File: src/rtl/fsm_seq_ctrl_pkg.sv
// Shared definitions for the sequence-detector front-end controller.
//   state_t   : controller state encoding
//   DEF_*     : default parameter values for the top level
//   REQ0/REQ1 : requester identifiers carried on res_id
package fsm_ctrl_pkg;

  typedef enum logic [2:0] {
    IDLE   = 3'd0,
    CLEAR  = 3'd1,
    SHIFT  = 3'd2,
    DRAIN  = 3'd3,
    RESULT = 3'd4
  } state_t;

  localparam int unsigned DEF_WIDTH = 8;
  localparam int unsigned DEF_CNT_W = 4;

  localparam logic REQ0 = 1'b0;
  localparam logic REQ1 = 1'b1;

endpackage

File: src/rtl/fsm_seq_ctrl_rr_arb2.sv
// Two-requester round-robin arbiter, purely combinational.
//   valid      : request pair, bit N for requester N
//   last_grant : id of the previous winner (stored by the parent)
//   enable     : when low no grant is issued
//   grant      : one-hot grant
//   grant_id   : id of the winner (meaningful when grant != 0)
module rr_arb2
  import fsm_ctrl_pkg::*;
(
  input  logic [1:0] valid,
  input  logic       last_grant,
  input  logic       enable,
  output logic [1:0] grant,
  output logic       grant_id
);

  always_comb begin
    grant_id = REQ0;
    if (valid[0] && valid[1]) begin
      grant_id = ~last_grant;
    end else if (valid[1]) begin
      grant_id = REQ1;
    end

    grant = '0;
    if (enable && (valid != 2'b00)) begin
      grant[grant_id] = 1'b1;
    end
  end

endmodule

File: src/rtl/fsm_seq_ctrl.sv
// Front-end controller for a serial sequence-detector FSM.
// Arbitrates between two requesters, resets the detector, shifts the granted
// word MSB-first onto fsm_w and counts detector pulses on det_in, then
// returns the count and requester id over a valid/ready result port.
//   clock, rst            : clock (rising edge), async active-low reset
//   reqN_valid/data/ready : requester N word handshake (ready only in IDLE)
//   fsm_w, fsm_rst        : registered serial bit and active-low reset to detector
//   det_in                : detector Moore output
//   res_valid/id/count    : result handshake, res_ready from consumer
//   busy                  : high whenever not IDLE
module fsm_seq_ctrl
  import fsm_ctrl_pkg::*;
#(
  parameter int unsigned WIDTH = DEF_WIDTH,
  parameter int unsigned CNT_W = DEF_CNT_W
) (
  input  logic             clock,
  input  logic             rst,
  input  logic             req0_valid,
  input  logic [WIDTH-1:0] req0_data,
  output logic             req0_ready,
  input  logic             req1_valid,
  input  logic [WIDTH-1:0] req1_data,
  output logic             req1_ready,
  output logic             fsm_w,
  output logic             fsm_rst,
  input  logic             det_in,
  output logic             res_valid,
  output logic             res_id,
  output logic [CNT_W-1:0] res_count,
  input  logic             res_ready,
  output logic             busy
);

  localparam int unsigned IDX_W = $clog2(WIDTH);
  localparam logic [IDX_W-1:0] LAST_IDX = IDX_W'(WIDTH - 1);

  state_t           state, state_d;
  logic             last_grant, last_grant_d;
  logic             own_id, own_id_d;
  logic [WIDTH-1:0] sh, sh_d;
  logic [IDX_W-1:0] idx, idx_d;
  logic [CNT_W-1:0] cnt, cnt_d, cnt_sat;
  logic             res_id_d;
  logic [CNT_W-1:0] res_count_d;
  logic             fsm_w_d, fsm_rst_d;

  logic [1:0] grant;
  logic       grant_id;

  rr_arb2 u_arb (
    .valid      ({req1_valid, req0_valid}),
    .last_grant (last_grant),
    .enable     (state == IDLE),
    .grant      (grant),
    .grant_id   (grant_id)
  );

  assign req0_ready = grant[0];
  assign req1_ready = grant[1];
  assign busy       = (state != IDLE);
  assign res_valid  = (state == RESULT);

  // Saturating increment of the detection counter for the current sample.
  always_comb begin
    cnt_sat = cnt;
    if (det_in && (cnt != '1)) begin
      cnt_sat = cnt + CNT_W'(1);
    end
  end

  // fsm_w is registered, so the bit for the next cycle is chosen here: the
  // CLEAR cycle preloads the MSB, and each SHIFT cycle presents the following
  // bit from the left-shifting register.
  always_comb begin
    state_d      = state;
    last_grant_d = last_grant;
    own_id_d     = own_id;
    sh_d         = sh;
    idx_d        = idx;
    cnt_d        = cnt;
    res_id_d     = res_id;
    res_count_d  = res_count;
    fsm_w_d      = 1'b0;

    case (state)
      IDLE: begin
        if (grant != 2'b00) begin
          state_d      = CLEAR;
          sh_d         = grant_id ? req1_data : req0_data;
          own_id_d     = grant_id;
          last_grant_d = grant_id;
          cnt_d        = '0;
        end
      end
      CLEAR: begin
        state_d = SHIFT;
        idx_d   = '0;
        fsm_w_d = sh[WIDTH-1];
        sh_d    = {sh[WIDTH-2:0], 1'b0};
      end
      SHIFT: begin
        // The k=0 sample would see the detector before any bit of this word.
        if (idx != '0) begin
          cnt_d = cnt_sat;
        end
        if (idx == LAST_IDX) begin
          state_d = DRAIN;
        end else begin
          idx_d   = idx + IDX_W'(1);
          fsm_w_d = sh[WIDTH-1];
          sh_d    = {sh[WIDTH-2:0], 1'b0};
        end
      end
      DRAIN: begin
        cnt_d       = cnt_sat;
        res_count_d = cnt_sat;
        res_id_d    = own_id;
        state_d     = RESULT;
      end
      RESULT: begin
        if (res_ready) begin
          state_d = IDLE;
        end
      end
      default: state_d = IDLE;
    endcase

    fsm_rst_d = (state_d != CLEAR);
  end

  always_ff @(posedge clock or negedge rst) begin
    if (!rst) begin
      state      <= IDLE;
      last_grant <= REQ1;
      own_id     <= REQ0;
      sh         <= '0;
      idx        <= '0;
      cnt        <= '0;
      res_id     <= REQ0;
      res_count  <= '0;
      fsm_w      <= 1'b0;
      fsm_rst    <= 1'b0;
    end else begin
      state      <= state_d;
      last_grant <= last_grant_d;
      own_id     <= own_id_d;
      sh         <= sh_d;
      idx        <= idx_d;
      cnt        <= cnt_d;
      res_id     <= res_id_d;
      res_count  <= res_count_d;
      fsm_w      <= fsm_w_d;
      fsm_rst    <= fsm_rst_d;
    end
  end

endmodule

File: config.mk
export PLATFORM = sky130hd
export DESIGN_NAME = fsm_seq_ctrl
export DESIGN_NICKNAME = d
export VERILOG_FILES = /design/src/rtl/fsm_seq_ctrl_pkg.sv /design/src/rtl/fsm_seq_ctrl_rr_arb2.sv /design/src/rtl/fsm_seq_ctrl.sv
export SDC_FILE = /design/constraint.sdc
export NUM_CORES = 1
export LEC_CHECK = 0
export BUFFER_PORTS_ARGS = -buffer_cell sky130_fd_sc_hd__clkbuf_2
export CORE_UTILIZATION = 53
export DETAILED_ROUTE_END_ITERATION = 8
export PLACE_DENSITY_LB_ADDON = 0.3
export SETUP_SLACK_MARGIN = 0.15
export SLEW_MARGIN = 0
export SYNTH_ARGS = -nofsm -noshare
export SYNTH_HDL_FRONTEND = slang
export SYNTH_SLANG_ARGS = --single-unit
export TNS_END_PERCENT = 30
File: constraint.sdc
create_clock -name clock -period 2.1 [get_ports clock]
set_clock_uncertainty 0.15 [all_clocks]
set_input_delay 0.42 -clock clock [delete_from_list [all_inputs] [get_ports clock]]
set_output_delay 0.42 -clock clock [all_outputs]
set_load 0.03 [all_outputs]
==> out/summary.txt, run 1 <==
===========================================================================================
Status                                                                         finished, final reports clean
Warnings, synthesis                                                                       0
Final worst-path setup slack                                                       0.119 ns
Proportion of power drawn by flip-flops and latches                                   0.339
Transition time at the pin with the least slew margin                              0.662 ns
Count of cells along the worst register-to-register path                                  5
CTS tree                                                                                yes
Minimum clock period                                                                1.98 ns
Global-route wire length before repair                                              4720 um
Combinational share of power                                                          0.577
Starting density of the core                                                          0.571
Setup_tns                                                                              0 ns
Post-layout nets                                                                        206
Post-Place Cell Area                                                           0.00164 mm^2
RSZ-0062 raised after global routing                                                    yes
Post-detailed-route count of antenna-violating nets                                       0
Synthesized net count                                                                   163
Avg Synthesized Cell Area                                                         10.5 um^2
Clock sink count                                                                         27
Number of cells on the worst hold path                                                    2
Share of power burned in the clock network                                            0.084
Overall track demand over capacity in global routing                                  0.223
Share of synthesized area occupied by flip-flops and latches                          0.470
Maximum vdd drop                                                                     979 uV
Cell-internal power                                                               0.00152 W
Clock latency reported for the late side of the worst-skew pair                     0.32 ns
Number of hold violations in the final report                                             0
Distinct cells, synth                                                                    39
Power density over the cells                                                   1510 mW/mm^2
Global route overflow                                                                     0
Uppermost layer routed                                                                 met4
Sw Share                                                                              0.434
Worst setup path endpoint                                                      cnt[0]$_DFFE_PN0P_
Summed area of non-filler cells in the final layout                            0.00178 mm^2
Total length of routed met2 wires                                                   1610 um
Routed via count divided by cell count                                                 5.57
Fraction of the cycle the final worst path needs                                      0.943
Critical path startpoint                                                       state[2]$_DFF_PN0_
Number of clock buffers inserted by TritonCTS                                             3
Chip Height                                                                         54.1 um
Setup Crit Path Kind                                                           register to register
Row Count                                                                                18
Highest Clock Rate                                                                0.505 GHz
Post-detailed-route wirelength per cell                                             14.1 um
Die footprint                                                                  0.00293 mm^2
Remaining design rule violation count                                                     0
ANT cells                                                                                 0
Cell chosen for the clock root                                                 sky130_fd_sc_hd__clkbuf_4
Signal arrival time at the worst endpoint                                           2.05 ns
Final Max Tran Viols                                                                      0
Number of maximum-capacitance constraint violations                                       0
Worst hold-check slack                                                             0.134 ns
Detailed Place HPWL                                                                 2090 um
Setup-violating endpoint count in the final report                                        0
Dpl ws                                                                             0.112 ns
I/O pin count                                                                            33
Core Area                                                                      0.00252 mm^2
Buffers added on ports                                                                   32
Layout Area Growth over Synthesis                                                     23.3%
RD Place Congestion                                                                   0.745
Total standard cell area after synthesis                                       0.00144 mm^2
P_sw                                                                              0.00116 W
Hold Path Class                                                                primary input to register
Data required time of the worst path                                                2.17 ns
Launching element type of the critical path                                        register
Final routed wirelength across all metal layers                                     2950 um
Pin count of the biggest net entering global routing                                     28
Total length of routed met3 wires                                                    120 um
Layout cells sized above 1                                                            0.397
Die extent in x                                                                     54.1 um
Detailed-route wire length on metal 1                                               1200 um
Beginning of the worst register-to-register path                               state[2]$_DFF_PN0_
Vias in the first global route                                                         1110
Number of buffers on the longest clock path                                               2
Endpoint class of the critical path                                                register
Gate Count Post-Synth                                                                   137
Reported leakage power                                                             0.869 nW
Antenna violations before repair                                                          0
Headroom to the max-slew limit                                                        0.559
Post-synthesis sequential element count                                                  27
Pre-Repair DR Iteration Count                                                             4
H-tree depth                                                                              1
R2r endpoint                                                                   cnt[0]$_DFFE_PN0P_
Clock-pin transition on the worst setup and hold timing paths                       0.14 ns
Total number of vias                                                                   1165
Number of design-rule violations left by the first detailed-router iteration             21
Crit-path max FO                                                                          7
Minimum setup slack among reg-to-reg paths                                          0.12 ns
Post-layout util                                                                      0.704
===========================================================================================
metal layers:
| layer | vias to the layer above | global-route usage |
|---|---|---|
| li1 | 567 | - |
| met5 | - | 0 |
| met2 | 30 | 0.394 |
| met3 | 2 | 0.0537 |
| met1 | 566 | 0.275 |
| met4 | 0 | 0.0427 |
how the worst min path moves through the flow:
stage	start	endpoint	slack, ns
3_3_place_gp	own_id$_DFFE_PN0P_	own_id$_DFFE_PN0P_	0.31
6_report	res_ready	state[2]$_DFF_PN0_	0.13
3_5_place_dp	own_id$_DFFE_PN0P_	own_id$_DFFE_PN0P_	0.32
4_1_cts	res_ready	state[2]$_DFF_PN0_	0.12
5_1_grt	req0_valid	last_grant$_DFFE_PN1P_	0.13
2_1_floorplan	rst	cnt[0]$_DFFE_PN0P_	-0.03
logic make-up (layout without fill, tap and decap cells):
| family | after synthesis | in the layout | synth area share |
|---|---|---|---|
| simple gates | 43 | 43 | 0.158 |
| compound gates | 33 | 33 | 0.149 |
| flops | 27 | 27 | 0.470 |
| mux | 19 | 19 | 0.140 |
| buf+inv | 9 | 51 | 0.0356 |
| fa+ha+maj | 4 | 4 | 0.0348 |
| xor+xnor | 2 | 2 | 0.0122 |
worst max-delay path: stages (launching register included):
cell                       delay, ns
sky130_fd_sc_hd__dfrtp_2        0.46
sky130_fd_sc_hd__buf_4          0.17
sky130_fd_sc_hd__nand2b_4       0.16
sky130_fd_sc_hd__or4b_4         0.51
sky130_fd_sc_hd__nor4b_1        0.17
sky130_fd_sc_hd__a221o_1        0.26
power by group through the flow:
| stage | clock [W] | sequential [W] | combinational [W] |
|---|---|---|---|
| after CTS | 0.000230 | 0.000895 | 0.00146 |
| after detailed placement | 0 | 0.000946 | 0.00133 |
| after global placement | 0 | 0.000933 | 0.00128 |
| final | 0.000225 | 0.000910 | 0.00155 |
| after floorplan | 0 | 0.000962 | 0.000984 |
| after global routing | 0.000246 | 0.000936 | 0.00171 |
layout make-up:
| type | instances | area (um^2) |
|---|---|---|
| Fill cell | 201 | 747 |
| Multi-Input combinational cell | 101 | 743 |
| Sequential cell | 27 | 681 |
| Timing Repair Buffer | 43 | 272 |
| Tap cell | 30 | 37.5 |
| Clock buffer | 3 | 22.5 |
| Inverter | 4 | 15.0 |
| Clock inverter | 1 | 5.00 |
sequential cells by signal, indices dropped and copies added, names as in the netlist:
signal      cells
res_id          1
sh              8
state           3
own_id          1
fsm_w           1
fsm_rst         1
cnt             4
res_count       4
last_grant      1
idx             3
cell usage after synthesis:
master | count | area (um^2)
sky130_fd_sc_hd__dfrtp_1 | 26 | 651
sky130_fd_sc_hd__nand2_1 | 20 | 75.1
sky130_fd_sc_hd__o21ai_0 | 14 | 70.1
sky130_fd_sc_hd__mux2i_1 | 10 | 100
sky130_fd_sc_hd__mux2_2 | 9 | 101
sky130_fd_sc_hd__nor2_1 | 8 | 30.0
sky130_fd_sc_hd__o2bb2ai_1 | 6 | 52.6
sky130_fd_sc_hd__a21oi_1 | 4 | 20.0
sky130_fd_sc_hd__ha_1 | 4 | 50.1
sky130_fd_sc_hd__inv_1 | 4 | 15.0
sky130_fd_sc_hd__and2_1 | 2 | 12.5
sky130_fd_sc_hd__buf_2 | 2 | 10.0
sky130_fd_sc_hd__buf_6 | 2 | 22.5
sky130_fd_sc_hd__a211o_2 | 1 | 10.0
sky130_fd_sc_hd__a21boi_0 | 1 | 7.51
sky130_fd_sc_hd__a21o_1 | 1 | 7.51
sky130_fd_sc_hd__a221o_1 | 1 | 10.0
sky130_fd_sc_hd__a22oi_1 | 1 | 7.51
sky130_fd_sc_hd__a2bb2oi_1 | 1 | 8.76
sky130_fd_sc_hd__a31oi_1 | 1 | 6.26
sky130_fd_sc_hd__and2b_2 | 1 | 8.76
sky130_fd_sc_hd__and3_1 | 1 | 6.26
sky130_fd_sc_hd__clkbuf_1 | 1 | 3.75
sky130_fd_sc_hd__dfstp_2 | 1 | 26.3
sky130_fd_sc_hd__nand2b_1 | 1 | 6.26
sky130_fd_sc_hd__nand2b_4 | 1 | 13.8
sky130_fd_sc_hd__nand3_1 | 1 | 5.00
sky130_fd_sc_hd__nand4_1 | 1 | 6.26
sky130_fd_sc_hd__nor2_4 | 1 | 11.3
sky130_fd_sc_hd__nor2b_1 | 1 | 6.26
sky130_fd_sc_hd__nor3_2 | 1 | 10.0
sky130_fd_sc_hd__nor3b_1 | 1 | 7.51
sky130_fd_sc_hd__nor4b_1 | 1 | 8.76
sky130_fd_sc_hd__o21a_1 | 1 | 7.51
sky130_fd_sc_hd__o31ai_1 | 1 | 7.51
sky130_fd_sc_hd__or2_2 | 1 | 6.26
sky130_fd_sc_hd__or4b_4 | 1 | 13.8
sky130_fd_sc_hd__xnor2_1 | 1 | 8.76
sky130_fd_sc_hd__xor2_1 | 1 | 8.76
metrics by stage:
step	total power [W]	cells
CTS	0.00259	209
global placement	0.00221	199
floorplan	0.00195	137
finish	0.00268	209
global route	0.00289	209
detailed placement	0.00227	199
timing repair:
item / 4_1_cts / 5_1_grt
setup buffers: 5 / 0
hold buffers: 1 / 0
gates resized for setup: 8 / 15
setup endpoints to repair: 5 / 13
pin swaps: 1 / 2
hold endpoints to repair: 26 / 0
placed cells by master (no fill, tap or decap), drive strengths merged, types with 2 or more instances in the layout:
master | synthesis | final
nand2 | 20 | 20
nor2 | 9 | 9
nand2b | 2 | 2
and2 | 2 | 2
o21ai | 14 | 14
inv | 4 | 4
clkbuf | 1 | 32
mux2i | 10 | 10
buf | 4 | 13
ha | 4 | 4
a21oi | 4 | 4
o2bb2ai | 6 | 6
mux2 | 9 | 9
dfrtp | 26 | 26
No activity file was read; power rests on OpenSTA's default activity.
==> inputs of run 2 (changes only) <==
- SYNTH_HIERARCHICAL: unset -> 1
==> run 2 against run 1 <==
Setup slack got worse by 0.0020 ns. Utilization decreased by 0.89 points. Hold slack hardly changed. Largest power group unchanged. Highest routed layer unchanged. Cell count up 1.9%.
==> out/summary.txt, run 2 <==
===========================================================================================
Avg Synthesized Cell Area                                                         10.3 um^2
Layout cells sized above 1                                                            0.361
Remaining design rule violation count                                                     0
Buffers added on ports                                                                   32
Data required time of the worst path                                                1.53 ns
Max FFs per register                                                                      8
Hold Path Class                                                                primary input to register
Launching element type of the critical path                                        register
Post-route total power                                                            0.00280 W
Post-layout nets                                                                        210
Final routed wirelength across all metal layers                                     2980 um
Maximum vdd drop                                                                    1130 uV
Routed via count divided by cell count                                                 5.48
Critical-path cell list                                                        nor3_4 > nand2_2 > a21oi_4 > buf_8
Power density over the cells                                                   1570 mW/mm^2
Total length of routed met3 wires                                                     88 um
Most common cell in the netlist                                                sky130_fd_sc_hd__dfrtp_1
Filler cell count                                                                       212
Detailed Place HPWL                                                                 2300 um
Synthesized net count                                                                   170
Row Count                                                                                18
Crit-path max FO                                                                          4
Clock latency reported for the late side of the worst-skew pair                     0.32 ns
Total number of vias                                                                   1167
Transition time at the pin with the least slew margin                              0.660 ns
Summed area of non-filler cells in the final layout                            0.00178 mm^2
Highest Clock Rate                                                                0.504 GHz
Post-layout util                                                                      0.695
Top cell family by delay on the critical path                                    flip-flops
Post-Place Cell Area                                                           0.00170 mm^2
Antenna violations before repair                                                          0
Headroom to the max-slew limit                                                        0.560
ANT cells                                                                                 0
Leading post-synthesis cells by instance count                                 sky130_fd_sc_hd__dfrtp_1 (26), sky130_fd_sc_hd__nand2_1 (24), sky130_fd_sc_hd__mux2_2 (12)
Most used cells in the layout excluding fill and tap cells                     sky130_fd_sc_hd__clkbuf_2 (29), sky130_fd_sc_hd__dfrtp_1 (26), sky130_fd_sc_hd__nand2_1 (23)
Clock-pin transition on the worst setup and hold timing paths                       0.14 ns
Chip Height                                                                         55.0 um
Starting density of the core                                                          0.579
Global route overflow                                                                     0
Clock sink count                                                                         27
Overall track demand over capacity in global routing                                  0.229
Share of synthesized area occupied by flip-flops and latches                          0.455
Status                                                                         finished, final reports clean
Fraction of the cycle the final worst path needs                                      0.944
Number of hold violations in the final report                                             0
Cell chosen for the clock root                                                 sky130_fd_sc_hd__clkbuf_4
Largest stage delay on the critical path                                            0.44 ns
Share of power burned in the clock network                                            0.081
Warnings, synthesis                                                                       6
Die footprint                                                                  0.00302 mm^2
Setup_tns                                                                              0 ns
Post-synthesis sequential element count                                                  27
Reported leakage power                                                             0.880 nW
Uppermost layer routed                                                                 met4
Number of buffers on the longest clock path                                               2
Largest register by flop count                                                           sh
Detailed-route wire length on metal 1                                               1260 um
Post-detailed-route count of antenna-violating nets                                       0
Cell-internal power                                                               0.00154 W
Gate Count Post-Synth                                                                   144
Total length of routed met2 wires                                                   1600 um
P_sw                                                                              0.00126 W
Core Area                                                                      0.00257 mm^2
Final Max Tran Viols                                                                      0
Combinational share of power                                                          0.592
Setup Crit Path Kind                                                           register to output port
Post-detailed-route wirelength per cell                                             14.0 um
RSZ-0062 raised after global routing                                                    yes
Pin count of the biggest net entering global routing                                     28
Most area-consuming cells after synthesis                                      sky130_fd_sc_hd__dfrtp_1 (44%), sky130_fd_sc_hd__mux2_2 (9.1%), sky130_fd_sc_hd__mux2i_1 (6.1%)
Global-route wire length before repair                                              4770 um
Number of standard cells in the final layout excluding fillers                          213
Endpoint class of the critical path                                             output port
Vias in the first global route                                                         1121
Layout Area Growth over Synthesis                                                     19.9%
Number of synthesized flops with an enable pin                                            0
Most common cell after layout, fill and taps aside                             sky130_fd_sc_hd__clkbuf_2
I/O pin count                                                                            33
Die extent in x                                                                     55.0 um
Setup-violating endpoint count in the final report                                        0
Pre-Repair DR Iteration Count                                                             4
Crit path buf inv count                                                                   1
Minimum clock period                                                                1.98 ns
CP max-delay cell                                                              sky130_fd_sc_hd__dfrtp_1
Cell taking the most area after synthesis                                      sky130_fd_sc_hd__dfrtp_1
Distinct cells, synth                                                                    38
RD Place Congestion                                                                   0.727
Sw Share                                                                              0.451
Share of the synthesized area in the top cell type                                    0.437
Largest registers                                                              sh: 8 flops, cnt: 4 flops, res_count: 4 flops
Number of clock buffers inserted by TritonCTS                                             3
Async set or reset register ratio after synthesis                                      1.00
Total standard cell area after synthesis                                       0.00149 mm^2
Number of maximum-capacitance constraint violations                                       0
H-tree depth                                                                              1
Proportion of power drawn by flip-flops and latches                                   0.328
Cell count after placement                                                              206
Number of design-rule violations left by the first detailed-router iteration             10
Signal arrival time at the worst endpoint                                           1.41 ns
Primary flip-flop cell chosen by synthesis mapping                             sky130_fd_sc_hd__dfrtp_1
CTS tree                                                                                yes
===========================================================================================
-- run 2: changes by cell type after synthesis, sizes merged, moves of 2 or more --
| cell | before | now |
|---|---|---|
| a21oi | 4 | 6 |
| inv | 4 | 7 |
| mux2 | 9 | 12 |
| nand2 | 20 | 24 |
| o21ai | 14 | 17 |
| o2bb2ai | 6 | 0 |
-- run 2: worst reg2reg max path: cells and delay by family (launching register included) --
kind | cells | cell delay, ns
AO/OA/AOI/OAI | 3 | 0.57
flip-flops | 1 | 0.44
AND/OR/NAND/NOR | 2 | 0.32
multiplexers | 1 | 0.26
buffers and inverters | 1 | 0.12
-- run 2: power groups by stage --
stage / logic (W) / registers [W] / clock network, W
after floorplan: 0.00117 / 0.00101 / 0
after global placement: 0.00151 / 0.000914 / 0
after detailed placement: 0.00157 / 0.000932 / 0
after CTS: 0.00162 / 0.000919 / 0.000232
after global routing: 0.00183 / 0.000950 / 0.000249
final: 0.00166 / 0.000919 / 0.000226
-- run 2: stage by stage --
stage	hold WS (ns)	setup slack, ns
3_5_place_dp	0.319	0.101
4_1_cts	0.136	0.108
6_report	0.134	0.117
5_1_grt	0.134	0.0429
3_3_place_gp	0.312	0.194
2_1_floorplan	-0.0256	0.0827
-- run 2: kinds of logic after synthesis --
group / after synthesis / synth area share
fa+ha+maj: 4 / 0.0336
mux: 21 / 0.151
simple gates: 44 / 0.157
xor+xnor: 2 / 0.0168
compound gates: 34 / 0.140
buf+inv: 12 / 0.0463
flops: 27 / 0.455
-- run 2: cell type report --
cell class / count / area, um^2 / area share
clock buffers: 4 / 26.3 / 0.0147
inverters: 7 / 26.3 / 0.0147
multi-input cells: 105 / 776 / 0.435
flip-flops and latches: 27 / 677 / 0.379
well taps: 30 / 37.5 / 0.0210
repair buffers: 40 / 241 / 0.135
-- run 2: worst paths after layout --
path | from | end | slack, ns | cells after the start
max | state[2]$_DFF_PN0_ | req0_ready | 0.12 | 4
max in group asynchronous | rst | sh[4]$_DFFE_PN0P_ | 0.89 | 2
min in group asynchronous | rst | idx[2]$_DFFE_PN0P_ | 0.49 | 2
max reg2reg | state[2]$_DFF_PN0_ | cnt[0]$_DFFE_PN0P_ | 0.15 | 7
min | res_ready | state[2]$_DFF_PN0_ | 0.13 | 2
min reg2reg | res_count[3]$_DFFE_PN0P_ | res_count[3]$_DFFE_PN0P_ | 0.34 | 2
-- run 2: repair_timing --
action                                  CTS  global route
buffers inserted                          2             0
hold buffers                              1             0
hold endpoints to repair                 26             0
pin swaps                                 2             3
gates resized for setup                   4             5
endpoints found under the setup margin    4            14
-- run 2: per-layer routing --
layer | GRT usage | vias to the layer above
li1 | - | 583
met1 | 0.259 | 553
met2 | 0.432 | 27
met3 | 0.0273 | 4
met4 | 0.0875 | 0
met5 | 0 | -
